**config.mk**
```make
export PLATFORM = sky130hd
export DESIGN_NAME = enemy_wave_ctrl_flat
export DESIGN_NICKNAME = d
export VERILOG_FILES = /design/src/rtl/enemy_pkg.sv /design/src/rtl/enemy_wave_ctrl_if.sv /design/src/rtl/enemy_front_sel.sv /design/src/rtl/enemy_wave_ctrl.sv /design/src/flat_wrapper.sv
export SDC_FILE = /design/constraint.sdc
export NUM_CORES = 1
export LEC_CHECK = 0
export BUFFER_PORTS_ARGS = -buffer_cell sky130_fd_sc_hd__buf_2
export CAP_MARGIN = 20
export CORE_ASPECT_RATIO = 0.7
export CORE_UTILIZATION = 40
export DETAILED_ROUTE_END_ITERATION = 12
export HOLD_SLACK_MARGIN = 0.12
export PLACE_DENSITY = 0.74
export SETUP_SLACK_MARGIN = 0.2
export SLEW_MARGIN = 5
export SYNTH_ARGS = -nofsm -noshare
export SYNTH_HDL_FRONTEND = slang
export SYNTH_SLANG_ARGS = --single-unit
```
**constraint.sdc**
```tcl
create_clock -name clk -period 6.8 [get_ports clk]
set_input_delay 0.34 -clock clk [delete_from_list [all_inputs] [get_ports clk]]
set_output_delay 0.34 -clock clk [all_outputs]
set_load 0.03 [all_outputs]
```
**src/rtl/enemy_pkg.sv**
```systemverilog
// Shared widths, spawn type codes, controller state encodings and LFSR/saturation helpers.
// Pure definitions: no latency and no flow control.
package enemy_pkg;

  localparam int POS_W = 9;
  localparam int DMG_W = 8;
  localparam int ACC_W = 11;

  typedef enum logic [1:0] {
    NONE = 2'd0,
    T1   = 2'd1,
    T2   = 2'd2,
    T3   = 2'd3
  } enemy_type_e;

  localparam logic [3:0] ST_IDLE   = 4'b0001;
  localparam logic [3:0] ST_RUN    = 4'b0010;
  localparam logic [3:0] ST_MOVE   = 4'b0100;
  localparam logic [3:0] ST_ATTACK = 4'b1000;

  // Fibonacci form of x^8+x^6+x^5+x^4+1, shifting towards the MSB.
  function automatic logic [7:0] lfsr_next(input logic [7:0] s);
    return {s[6:0], s[7] ^ s[5] ^ s[4] ^ s[3]};
  endfunction

  function automatic logic [DMG_W-1:0] sat_dmg(input logic [ACC_W-1:0] a);
    return (a > ACC_W'(255)) ? {DMG_W{1'b1}} : a[DMG_W-1:0];
  endfunction

endpackage

```
**src/rtl/enemy_wave_ctrl_if.sv**
```systemverilog
// Bundle of player-side and enemy-slot-side signals around the wave controller.
// Master is the controller; slave is the battlefield side. No flow control.
interface enemy_wave_ctrl_if #(
  parameter int NUM_ENEMIES = 4
);

  logic                                       game_en;
  logic [enemy_pkg::POS_W-1:0]                player_front;
  logic [enemy_pkg::DMG_W-1:0]                player_dmg;
  logic [NUM_ENEMIES-1:0]                     enemy_dead;
  logic [enemy_pkg::POS_W*NUM_ENEMIES-1:0]    enemy_pos;
  logic [enemy_pkg::DMG_W*NUM_ENEMIES-1:0]    enemy_dmg_out;
  logic [NUM_ENEMIES-1:0]                     can_spawn;
  logic [1:0]                                 spawn_type;
  logic                                       move_scen;
  logic                                       damage_scen;
  logic [enemy_pkg::DMG_W*NUM_ENEMIES-1:0]    damage_in;
  logic [enemy_pkg::POS_W-1:0]                unit_front;
  logic [enemy_pkg::DMG_W-1:0]                enemy_dmg_total;
  logic                                       enemy_dmg_valid;

  modport master (
    input  game_en, player_front, player_dmg, enemy_dead, enemy_pos, enemy_dmg_out,
    output can_spawn, spawn_type, move_scen, damage_scen, damage_in,
           unit_front, enemy_dmg_total, enemy_dmg_valid
  );

  modport slave (
    output game_en, player_front, player_dmg, enemy_dead, enemy_pos, enemy_dmg_out,
    input  can_spawn, spawn_type, move_scen, damage_scen, damage_in,
           unit_front, enemy_dmg_total, enemy_dmg_valid
  );

endinterface

```
**src/rtl/enemy_front_sel.sv**
```systemverilog
// Picks the alive slot with the largest position, lowest index on ties.
// Combinational, zero latency; no flow control.
module enemy_front_sel
  import enemy_pkg::*;
#(
  parameter int NUM_ENEMIES = 4
) (
  input  logic [NUM_ENEMIES-1:0]       dead,
  input  logic [POS_W*NUM_ENEMIES-1:0] pos,
  output logic                         front_vld,
  output logic [2:0]                   front_idx
);

  logic [POS_W-1:0] best_pos;

  // Strict greater-than keeps the earlier (lower) index when positions tie.
  always_comb begin
    front_vld = 1'b0;
    front_idx = '0;
    best_pos  = '0;
    for (int i = 0; i < NUM_ENEMIES; i++) begin
      if (!dead[i] && (!front_vld || pos[POS_W*i +: POS_W] > best_pos)) begin
        front_vld = 1'b1;
        front_idx = 3'(i);
        best_pos  = pos[POS_W*i +: POS_W];
      end
    end
  end

endmodule

```
**src/rtl/enemy_wave_ctrl.sv**
```systemverilog
// Enemy wave controller: tick FSM, move/damage strobes, spawn scheduling, damage routing.
// Strobes/spawn are same-cycle decodes of state; totals and unit_front lag one cycle; no backpressure.
module enemy_wave_ctrl
  import enemy_pkg::*;
#(
  parameter int         NUM_ENEMIES = 4,
  parameter int         TICK_DIV    = 1000,
  parameter int         SPAWN_DIV   = 8,
  parameter logic [7:0] LFSR_SEED   = 8'hA5
) (
  input logic               clk,
  input logic               reset,
  enemy_wave_ctrl_if.master bus
);

  localparam int TICK_W  = $clog2(TICK_DIV);
  localparam int SPAWN_W = $clog2(SPAWN_DIV + 1);
  localparam logic [TICK_W-1:0]  TICK_LAST  = TICK_W'(TICK_DIV - 1);
  localparam logic [SPAWN_W-1:0] SPAWN_LAST = SPAWN_W'(SPAWN_DIV - 1);

  logic [3:0]             state;
  logic [3:0]             state_nxt;
  logic [TICK_W-1:0]      tick_cnt;
  logic [SPAWN_W-1:0]     spawn_cnt;
  logic [7:0]             lfsr;
  logic [1:0]             lockout;
  logic                   tick_done;
  logic                   spawn_go;
  logic                   any_dead;
  logic [NUM_ENEMIES-1:0] low_dead;
  logic                   front_vld;
  logic [2:0]             front_idx;
  logic [ACC_W-1:0]       alive_sum;

  enemy_front_sel #(
    .NUM_ENEMIES(NUM_ENEMIES)
  ) u_front_sel (
    .dead      (bus.enemy_dead),
    .pos       (bus.enemy_pos),
    .front_vld (front_vld),
    .front_idx (front_idx)
  );

  assign tick_done = (tick_cnt == TICK_LAST);

  always_comb begin
    any_dead = 1'b0;
    low_dead = '0;
    for (int i = 0; i < NUM_ENEMIES; i++) begin
      if (bus.enemy_dead[i] && !any_dead) begin
        any_dead    = 1'b1;
        low_dead[i] = 1'b1;
      end
    end
  end

  // Lockout spans the slot deploy latency while its dead flag is still set.
  assign spawn_go = (state == ST_RUN) && (lockout == 2'd0) &&
                    (spawn_cnt == SPAWN_LAST) && any_dead;

  always_comb begin
    alive_sum = '0;
    for (int i = 0; i < NUM_ENEMIES; i++) begin
      if (!bus.enemy_dead[i]) begin
        alive_sum = alive_sum + ACC_W'(bus.enemy_dmg_out[DMG_W*i +: DMG_W]);
      end
    end
  end

  always_comb begin
    state_nxt = state;
    case (state)
      ST_IDLE:   if (bus.game_en) state_nxt = ST_RUN;
      ST_RUN: begin
        if (!bus.game_en)   state_nxt = ST_IDLE;
        else if (tick_done) state_nxt = ST_MOVE;
      end
      ST_MOVE:   state_nxt = ST_ATTACK;
      ST_ATTACK: state_nxt = bus.game_en ? ST_RUN : ST_IDLE;
      default:   state_nxt = ST_IDLE;
    endcase
  end

  always_ff @(posedge clk or negedge reset) begin
    if (!reset) begin
      state     <= ST_IDLE;
      tick_cnt  <= '0;
      spawn_cnt <= '0;
      lfsr      <= LFSR_SEED;
      lockout   <= 2'd0;
    end else begin
      state <= state_nxt;

      if (state == ST_RUN && bus.game_en && !tick_done) tick_cnt <= tick_cnt + 1'b1;
      else                                              tick_cnt <= '0;

      if (spawn_go || (state == ST_RUN && !bus.game_en)) spawn_cnt <= '0;
      else if (state == ST_MOVE && spawn_cnt != SPAWN_LAST) spawn_cnt <= spawn_cnt + 1'b1;

      if (spawn_go) lfsr <= lfsr_next(lfsr);

      if (spawn_go)                lockout <= 2'd3;
      else if (lockout != 2'd0)    lockout <= lockout - 2'd1;
    end
  end

  always_ff @(posedge clk or negedge reset) begin
    if (!reset) begin
      bus.unit_front      <= '0;
      bus.enemy_dmg_total <= '0;
      bus.enemy_dmg_valid <= 1'b0;
    end else begin
      bus.unit_front      <= bus.player_front;
      bus.enemy_dmg_valid <= (state == ST_ATTACK);
      if (state == ST_ATTACK) bus.enemy_dmg_total <= sat_dmg(alive_sum);
    end
  end

  assign bus.move_scen   = (state == ST_MOVE);
  assign bus.damage_scen = (state == ST_ATTACK);
  assign bus.can_spawn   = spawn_go ? low_dead : '0;
  assign bus.spawn_type  = spawn_go ? lfsr[1:0] : 2'(NONE);

  // Slots compare health against damage_in every cycle, so it must stay zero outside ATTACK.
  always_comb begin
    bus.damage_in = '0;
    if (state == ST_ATTACK && front_vld) begin
      for (int i = 0; i < NUM_ENEMIES; i++) begin
        if (front_idx == 3'(i)) bus.damage_in[DMG_W*i +: DMG_W] = bus.player_dmg;
      end
    end
  end

endmodule

```
**src/flat_wrapper.sv**
```systemverilog
// flat-port wrapper written by rule: the top's interface ports become plain ports
module enemy_wave_ctrl_flat import enemy_pkg::*;
#(
  parameter int         NUM_ENEMIES = 4,
  parameter int         TICK_DIV    = 1000,
  parameter int         SPAWN_DIV   = 8,
  parameter logic [7:0] LFSR_SEED   = 8'hA5
)
  (clk, reset, bus_game_en, bus_player_front, bus_player_dmg, bus_enemy_dead, bus_enemy_pos, bus_enemy_dmg_out, bus_can_spawn, bus_spawn_type, bus_move_scen, bus_damage_scen, bus_damage_in, bus_unit_front, bus_enemy_dmg_total, bus_enemy_dmg_valid);
  enemy_wave_ctrl_if #(.NUM_ENEMIES(NUM_ENEMIES)) bus_i ();
  input logic clk;
  input logic reset;
  input wire logic [$bits(bus_i.game_en)-1:0] bus_game_en;
  input wire logic [$bits(bus_i.player_front)-1:0] bus_player_front;
  input wire logic [$bits(bus_i.player_dmg)-1:0] bus_player_dmg;
  input wire logic [$bits(bus_i.enemy_dead)-1:0] bus_enemy_dead;
  input wire logic [$bits(bus_i.enemy_pos)-1:0] bus_enemy_pos;
  input wire logic [$bits(bus_i.enemy_dmg_out)-1:0] bus_enemy_dmg_out;
  output wire logic [$bits(bus_i.can_spawn)-1:0] bus_can_spawn;
  output wire logic [$bits(bus_i.spawn_type)-1:0] bus_spawn_type;
  output wire logic [$bits(bus_i.move_scen)-1:0] bus_move_scen;
  output wire logic [$bits(bus_i.damage_scen)-1:0] bus_damage_scen;
  output wire logic [$bits(bus_i.damage_in)-1:0] bus_damage_in;
  output wire logic [$bits(bus_i.unit_front)-1:0] bus_unit_front;
  output wire logic [$bits(bus_i.enemy_dmg_total)-1:0] bus_enemy_dmg_total;
  output wire logic [$bits(bus_i.enemy_dmg_valid)-1:0] bus_enemy_dmg_valid;
  assign bus_i.game_en = bus_game_en;
  assign bus_i.player_front = bus_player_front;
  assign bus_i.player_dmg = bus_player_dmg;
  assign bus_i.enemy_dead = bus_enemy_dead;
  assign bus_i.enemy_pos = bus_enemy_pos;
  assign bus_i.enemy_dmg_out = bus_enemy_dmg_out;
  assign bus_can_spawn = bus_i.can_spawn;
  assign bus_spawn_type = bus_i.spawn_type;
  assign bus_move_scen = bus_i.move_scen;
  assign bus_damage_scen = bus_i.damage_scen;
  assign bus_damage_in = bus_i.damage_in;
  assign bus_unit_front = bus_i.unit_front;
  assign bus_enemy_dmg_total = bus_i.enemy_dmg_total;
  assign bus_enemy_dmg_valid = bus_i.enemy_dmg_valid;
  enemy_wave_ctrl #(.NUM_ENEMIES(NUM_ENEMIES), .TICK_DIV(TICK_DIV), .SPAWN_DIV(SPAWN_DIV), .LFSR_SEED(LFSR_SEED)) u_core (.clk(clk), .reset(reset), .bus(bus_i));
endmodule
```
Word-level counts from Yosys, hierarchy flattened
Cells that the tools add are included.
W data, S select, Z words.
Cells by class
  add/sub/neg operators: 6
  order comparisons: 4
  equal/unequal tests: 12
  multiplexer cells: 39
  bitwise operators: 3
  reduce and logical (&&, ||, !) cells: 34
Operator list (count)
  $mux W8: 6
  $mux W11: 3
  $mux W32: 1
  $gt A9 B9 Y1: 3
  $mux W9: 3
  $mux W4: 6
  $add A11 B8 Y11: 2
  $pmux W4 S4: 1
  $logic_and A1 B1 Y1: 14
  $mux W1: 12
  $gt A11 B8 Y1 const B: 1
  $add A10 B1 Y10 const B: 1
  $eq A10 B10 Y1 const B: 1
  $logic_not A1 Y1: 10
  $mux W10: 1
  $add A8 B8 Y9: 1
  $eq A4 B3 Y1 const B: 2
  $mux W2: 4
  $eq A3 B2 Y1 const B: 2
  $mux W3: 2
  $reduce_bool A2 Y1: 3
  $add A4 B1 Y4 const B: 1
  $eq A4 B1 Y1 const B: 1
  $eq A4 B2 Y1 const B: 1
  11 further kinds: 16
Storage, ports and cells
  flip-flop bits (word level): 46
  logic and storage cells: 106

Longest topological paths before layout
  depth after elaboration: 16
  gate-level depth with buffers: 31
  gate-level depth less buffers: 25

By module
Synthesis repeated with hierarchy kept, for this count alone.
Second synthesis, totals
  cell total of the unflattened synthesis: 522
  area, all modules: 4576.9 um^2
By module, submodules not included
  enemy_wave_ctrl: instances 1, cells each 394, area each 3518.4 um^2
  enemy_front_sel: instances 1, cells each 128, area each 1058.5 um^2

Worst setup path after synthesis
No wires, ideal clock.
  path type: input to output
  from: input port bus_enemy_dead[0]
  to: output port bus_damage_in[10]
  arrival: 5.917 ns
  required time: 6.460 ns
  path slack: 0.543 ns
  stages on the path: 29
  path buffers: 6
  cell sequence: clkbuf_1 > clkbuf_1 > nor2b_1 > inv_1 > ha_1 > nor2b_1 > o21a_1 > o21ai_1 > a211o_1 > a211o_1 > buf_6 > a221oi_1 > ha_1 > a21o_1 > a211o_1 > o221ai_1 > a221o_1 > buf_4 > clkbuf_1 > a21o_1 > ha_1 > nor2b_1 > o21a_1 > o21a_1 > o21a_1 > o31a_1 > nor3b_4 > buf_2 > and3_1
Between the ends
  cells in the longest elaborated chain, start to end: 16
  elaborated cells on any way between the ends: 25
  those cells by class: order compare: 3; eq/ne: 1; mux: 12; reduce/logical: 9
RTL lines
  start, declared: RTL line flat_wrapper.sv:16  | input wire logic [$bits(bus_i.enemy_dead)-1:0] bus_enemy_dead;
  $mux W9: RTL line enemy_front_sel.sv:22  | if (!dead[i] && (!front_vld || pos[POS_W*i +: POS_W] > best_pos)) begin
  $gt A9 B9 Y1: RTL line enemy_front_sel.sv:22
  $logic_or A1 B1 Y1: RTL line enemy_front_sel.sv:22
  $logic_and A1 B1 Y1: RTL line enemy_front_sel.sv:22
  $mux W9 / $mux W1 (equally long branches): RTL line enemy_front_sel.sv:22
  $gt A9 B9 Y1 / $logic_not A1 Y1 (equally long branches): RTL line enemy_front_sel.sv:22
  $logic_or A1 B1 Y1: RTL line enemy_front_sel.sv:22
  $logic_and A1 B1 Y1: RTL line enemy_front_sel.sv:22
  $mux W9 / $mux W1 (equally long branches): RTL line enemy_front_sel.sv:22
  $gt A9 B9 Y1 / $logic_not A1 Y1 (equally long branches): RTL line enemy_front_sel.sv:22
  $logic_or A1 B1 Y1: RTL line enemy_front_sel.sv:22
  $logic_and A1 B1 Y1: RTL line enemy_front_sel.sv:22
  $mux W3: RTL line enemy_front_sel.sv:22
  $eq A3 B1 Y1: RTL line enemy_wave_ctrl.sv:129  | if (front_idx == 3'(i)) bus.damage_in[DMG_W*i +: DMG_W] = bus.player_dmg;
  $mux W8: RTL line enemy_wave_ctrl.sv:129
  $mux W32 *: RTL line enemy_wave_ctrl.sv:127  | if (state == ST_ATTACK && front_vld) begin
  end, declared: RTL line flat_wrapper.sv:23  | output wire logic [$bits(bus_i.damage_in)-1:0] bus_damage_in;
Every way passes the cells marked *; elsewhere a longest branch is shown, timed or not.

Final worst setup path
  from: input port bus_enemy_dead[0]
  to: output port bus_damage_in[0]
Between the ends
  cells in the longest elaborated chain, start to end: 16
  elaborated cells on any way between the ends: 25
  those cells by class: order compare: 3; mux: 12; reduce/logical: 10
RTL lines (RTL line)
  $mux W9: enemy_front_sel.sv:22
  $gt A9 B9 Y1: enemy_front_sel.sv:22
  $logic_or A1 B1 Y1: enemy_front_sel.sv:22
  $logic_and A1 B1 Y1: enemy_front_sel.sv:22
  $mux W9 / $mux W1 (equally long branches): enemy_front_sel.sv:22
  $gt A9 B9 Y1 / $logic_not A1 Y1 (equally long branches): enemy_front_sel.sv:22
  $logic_or A1 B1 Y1: enemy_front_sel.sv:22
  $logic_and A1 B1 Y1: enemy_front_sel.sv:22
  $mux W9 / $mux W1 (equally long branches): enemy_front_sel.sv:22
  $gt A9 B9 Y1 / $logic_not A1 Y1 (equally long branches): enemy_front_sel.sv:22
  $logic_or A1 B1 Y1: enemy_front_sel.sv:22
  $logic_and A1 B1 Y1: enemy_front_sel.sv:22
  $mux W3: enemy_front_sel.sv:22
  $logic_not A3 Y1: enemy_wave_ctrl.sv:129
  $mux W8: enemy_wave_ctrl.sv:129
  $mux W32 *: enemy_wave_ctrl.sv:127
Marks and branches as above.

==> flow_summary_export.csv <==
group,metric,value,unit
clock_tree,clk_pin_slew,60,ps
worst_hold_path,min_from,"bus_player_front[6]",
setup_path,cpMostUsedCell,"o21a_1",
setup_path,cp_top_family,"compound AO/OA/AOI/OAI gates",
floorplan,die-area,11600,um^2
synth,synth_cell_types,57,
floorplan,die_x,128,um
run_status,outcome,"finished, final reports clean",
placed_design,routabilityCongestion,0.929,
sta,skew,4.44,ps
setup_path,required,6460,ps
clock_tree,clkLatencyLatePin,290,ps
sta,max_freq,159,MHz
cells_and_area,antenna_cells,0,
setup_path,timing.rr.end,"u_core.spawn_cnt[2]$_DFFE_PN0P_",
cells_and_area,drive_above_1_share,0.283,
floorplan,io_pins,150,
cells_and_area,nets,838,
synth,ys_seq_area_frac,0.260,
floorplan,rows,31,
global_routing,antenna_found_initial,0,
synth,synth_xor_area_frac,0.0471,
global_routing,grt_pass1_wl,19500,um
clock_tree,cts_buffer_depth,2,
cells_and_area,final_util,0.538,
global_routing,grt_usage,0.206,
setup_path,crit_buf_inv,4,
synth,synth_simple_gate_area_frac,0.237,
worst_hold_path,hold_class,"in2reg",
synth,synth_top_family_by_area,"simple AND/OR/NAND/NOR gates",
global_routing,grt_pass1_vias,4227,
synth,syn_inst,539,
detailed_routing,via_count,4537,
sta,final.min_clock_period,6300,ps
detailed_routing,drtAntennaViolNets,0,
sta,period_share,0.927,
synth,netlist_area,4460,um^2
detailed_routing,drt_first_pass_iters,4,
sta,worst-slew-pin-transition,1180,ps
global_routing,grt_max_degree,47,
setup_path,rr_worst_depth,5,
detailed_routing,vias_per_cell,5.41,
placed_design,dpl.cell_count,820,
floorplan,start_util,0.421,
setup_path,cp.arrival,5960,ps
synth,async_reset_ff_frac,1.00,
placed_design,dp_hpwl,9650,um
synth,synth_mux_area_frac,0.0303,
detailed_routing,drtIter0Drc,177,
synth,synth_compound_area_frac,0.218,
synth,syn_nets,688,
setup_path,cp_slowest_cell,"a221o_2",
synth,synth.yosys.warnings,0,
sta,finalSetupTns,0,ps
detailed_routing,wl,12000,um
setup_path,path_max_fanout,10,
synth,ys_ff_latch,46,
pwr,leakage,2.86,nW
synth,synth_area_per_cell,8.27,um^2
detailed_routing,drcViolationCount,0,
clock_tree,cts-buffers-inserted,5,
setup_path,setup.worst_path.start_class,"input port",
synth,synthAdderAreaFrac,0.165,
setup_path,slowest_delay,490,ps
sta,setup_viol,0,
synth,synth_flop_cell,"dfrtp_1",
worst_hold_path,hold_depth,1,
sta,rsz0062_at_grt,"false",
clock_tree,cts_tree,"done",
synth,synth-edff-count,0,
sta,slew_headroom,0.210,
clock_tree,clkSinkCount,46,
cells_and_area,synthToLayoutAreaGrowth,27.7,%
global_routing,grt_overflow,0,
setup_path,reg2reg_slack,4800,ps
flow_run,maxCapViolations,0,
pwr,power_density,173,nW/um^2
placed_design,placed_area,5340,um^2
detailed_routing,wl_per_cell,14.3,um
cells_and_area,fin_cells,838,
sta,hold_violations,0,
cells_and_area,design_area,5700,um^2
clock_tree,htree_levels,2,
setup_path,critical_path_class,"in2out",
worst_hold_path,holdPathEnd,"u_core.bus.unit_front[6]$_DFF_PN0_",
floorplan,die_h,90.3,um
pwr,ir_drop,0.000108,V
setup_path,cp-end-kind,"output port",
floorplan,core,10600,um^2
clock_tree,cts-root-buf,"clkbuf_16",
setup_path,r2r-start,"u_core.state[0]$_DFFE_PN1P_",
placed_design,io_buffers,149,
sta,slew_violations,0,
==> logic make-up (layout without fill, tap and decap cells) <==
logic type                 count (synthesis)  count (layout)
and+or+nand+nor                          204             204
AOI/OAI and AO/OA                        149             151
adders and majority gates                 57              57
muxes                                     13              13
buffers and inverters                     46             195
xor gates and xnor gates                  24              24
DFF                                       46              46
==> flip-flops by register name, indices dropped and copies added (netlist names) <==
register,count
u_core.bus.enemy_dmg_total,8
u_core.bus.enemy_dmg_valid,1
u_core.bus.unit_front,9
u_core.lfsr,8
u_core.lockout,2
u_core.spawn_cnt,4
u_core.state,4
u_core.tick_cnt,10
==> layer usage <==
metal  GRT usage  routed length (um)  up-vias
met3      0.0438                 703       15
met5           0                   0        -
met4      0.0363                 127        0
met1       0.273                5680     2104
li1            -                   -     2260
met2       0.345                5490      158
==> stage by stage <==
stage / hold WS, ps / worst slack [ps] / power (W)
after floorplan: 44.4 / 543 / 0.000617
after global placement: 438 / 388 / 0.000702
after detailed placement: 449 / 172 / 0.000725
after CTS: 153 / 231 / 0.000969
after global routing: 148 / 210 / 0.00106
final: 158 / 498 / 0.000986
==> synthesized netlist by cell type, types with 14 or more instances <==
| library cell | count | area [um^2] |
|---|---|---|
| a21o_1 | 18 | 135 |
| a21oi_1 | 40 | 200 |
| and2_1 | 20 | 125 |
| and3_1 | 20 | 125 |
| clkbuf_1 | 14 | 52.6 |
| dfrtp_1 | 41 | 1030 |
| ha_1 | 54 | 676 |
| inv_1 | 26 | 97.6 |
| nand2_1 | 45 | 169 |
| nor2_1 | 47 | 176 |
| nor2b_1 | 21 | 131 |
| o21ai_0 | 30 | 150 |
==> worst max path at each step <==
stage                                 start                 to  slack, ps  depth (start not counted)
after floorplan           bus_enemy_dead[0]  bus_damage_in[10]        540                         29
after global placement    bus_enemy_dead[0]  bus_damage_in[10]        390                         27
after detailed placement  bus_enemy_dead[0]  bus_damage_in[14]        170                         26
after CTS                 bus_enemy_dead[0]  bus_damage_in[14]        230                         26
after global routing      bus_enemy_dead[0]   bus_damage_in[6]        210                         28
final                     bus_enemy_dead[0]   bus_damage_in[0]        500                         27
==> timing repair <==
action,in CTS,in global routing
gates cloned,0,2
hold buffers,0,1
buffers inserted,0,6
endpoints found under the hold margin,0,4
pin swaps,0,5
gates resized for setup,1,20
endpoints found under the setup margin,16,32
==> worst reg2reg max path, stage by stage (launching register included) <==
cell and delay [ps]:
dfstp_2 600, nor2_1 80, and3_1 250, nand3_1 430, o21ai_0 320, nor3_1 240
==> final cells by class <==
class                           count  area (um^2)
Timing Repair Buffer              161          853
Clock buffer                        7          143
Fill cell                         981         4890
Clock inverter                      1         5.00
Sequential cell                    46         1160
Inverter                           26         97.6
Multi-Input combinational cell    449         3250
Tap cell                          148          185
==> cells in the final DEF, fill, tap and decap left out, drive strengths merged, types with 21 or more instances in the layout <==
cell and instances:
buf 159, ha 54, nor2 48, nand2 45, dfrtp 41, a21oi 40
o21ai 32, inv 26, nor2b 21
==> report_power, final <==
group | switching (W) | leakage [nW] | internal (W) | total, W
logic | 0.000230 | 2.24 | 0.000192 | 0.000422
registers | 0.0000229 | 0.553 | 0.000301 | 0.000324
clock network | 0.0000951 | 0.0739 | 0.000146 | 0.000241
total | 0.000348 | 2.86 | 0.000638 | 0.000986
No activity file was read; power rests on OpenSTA's default activity.
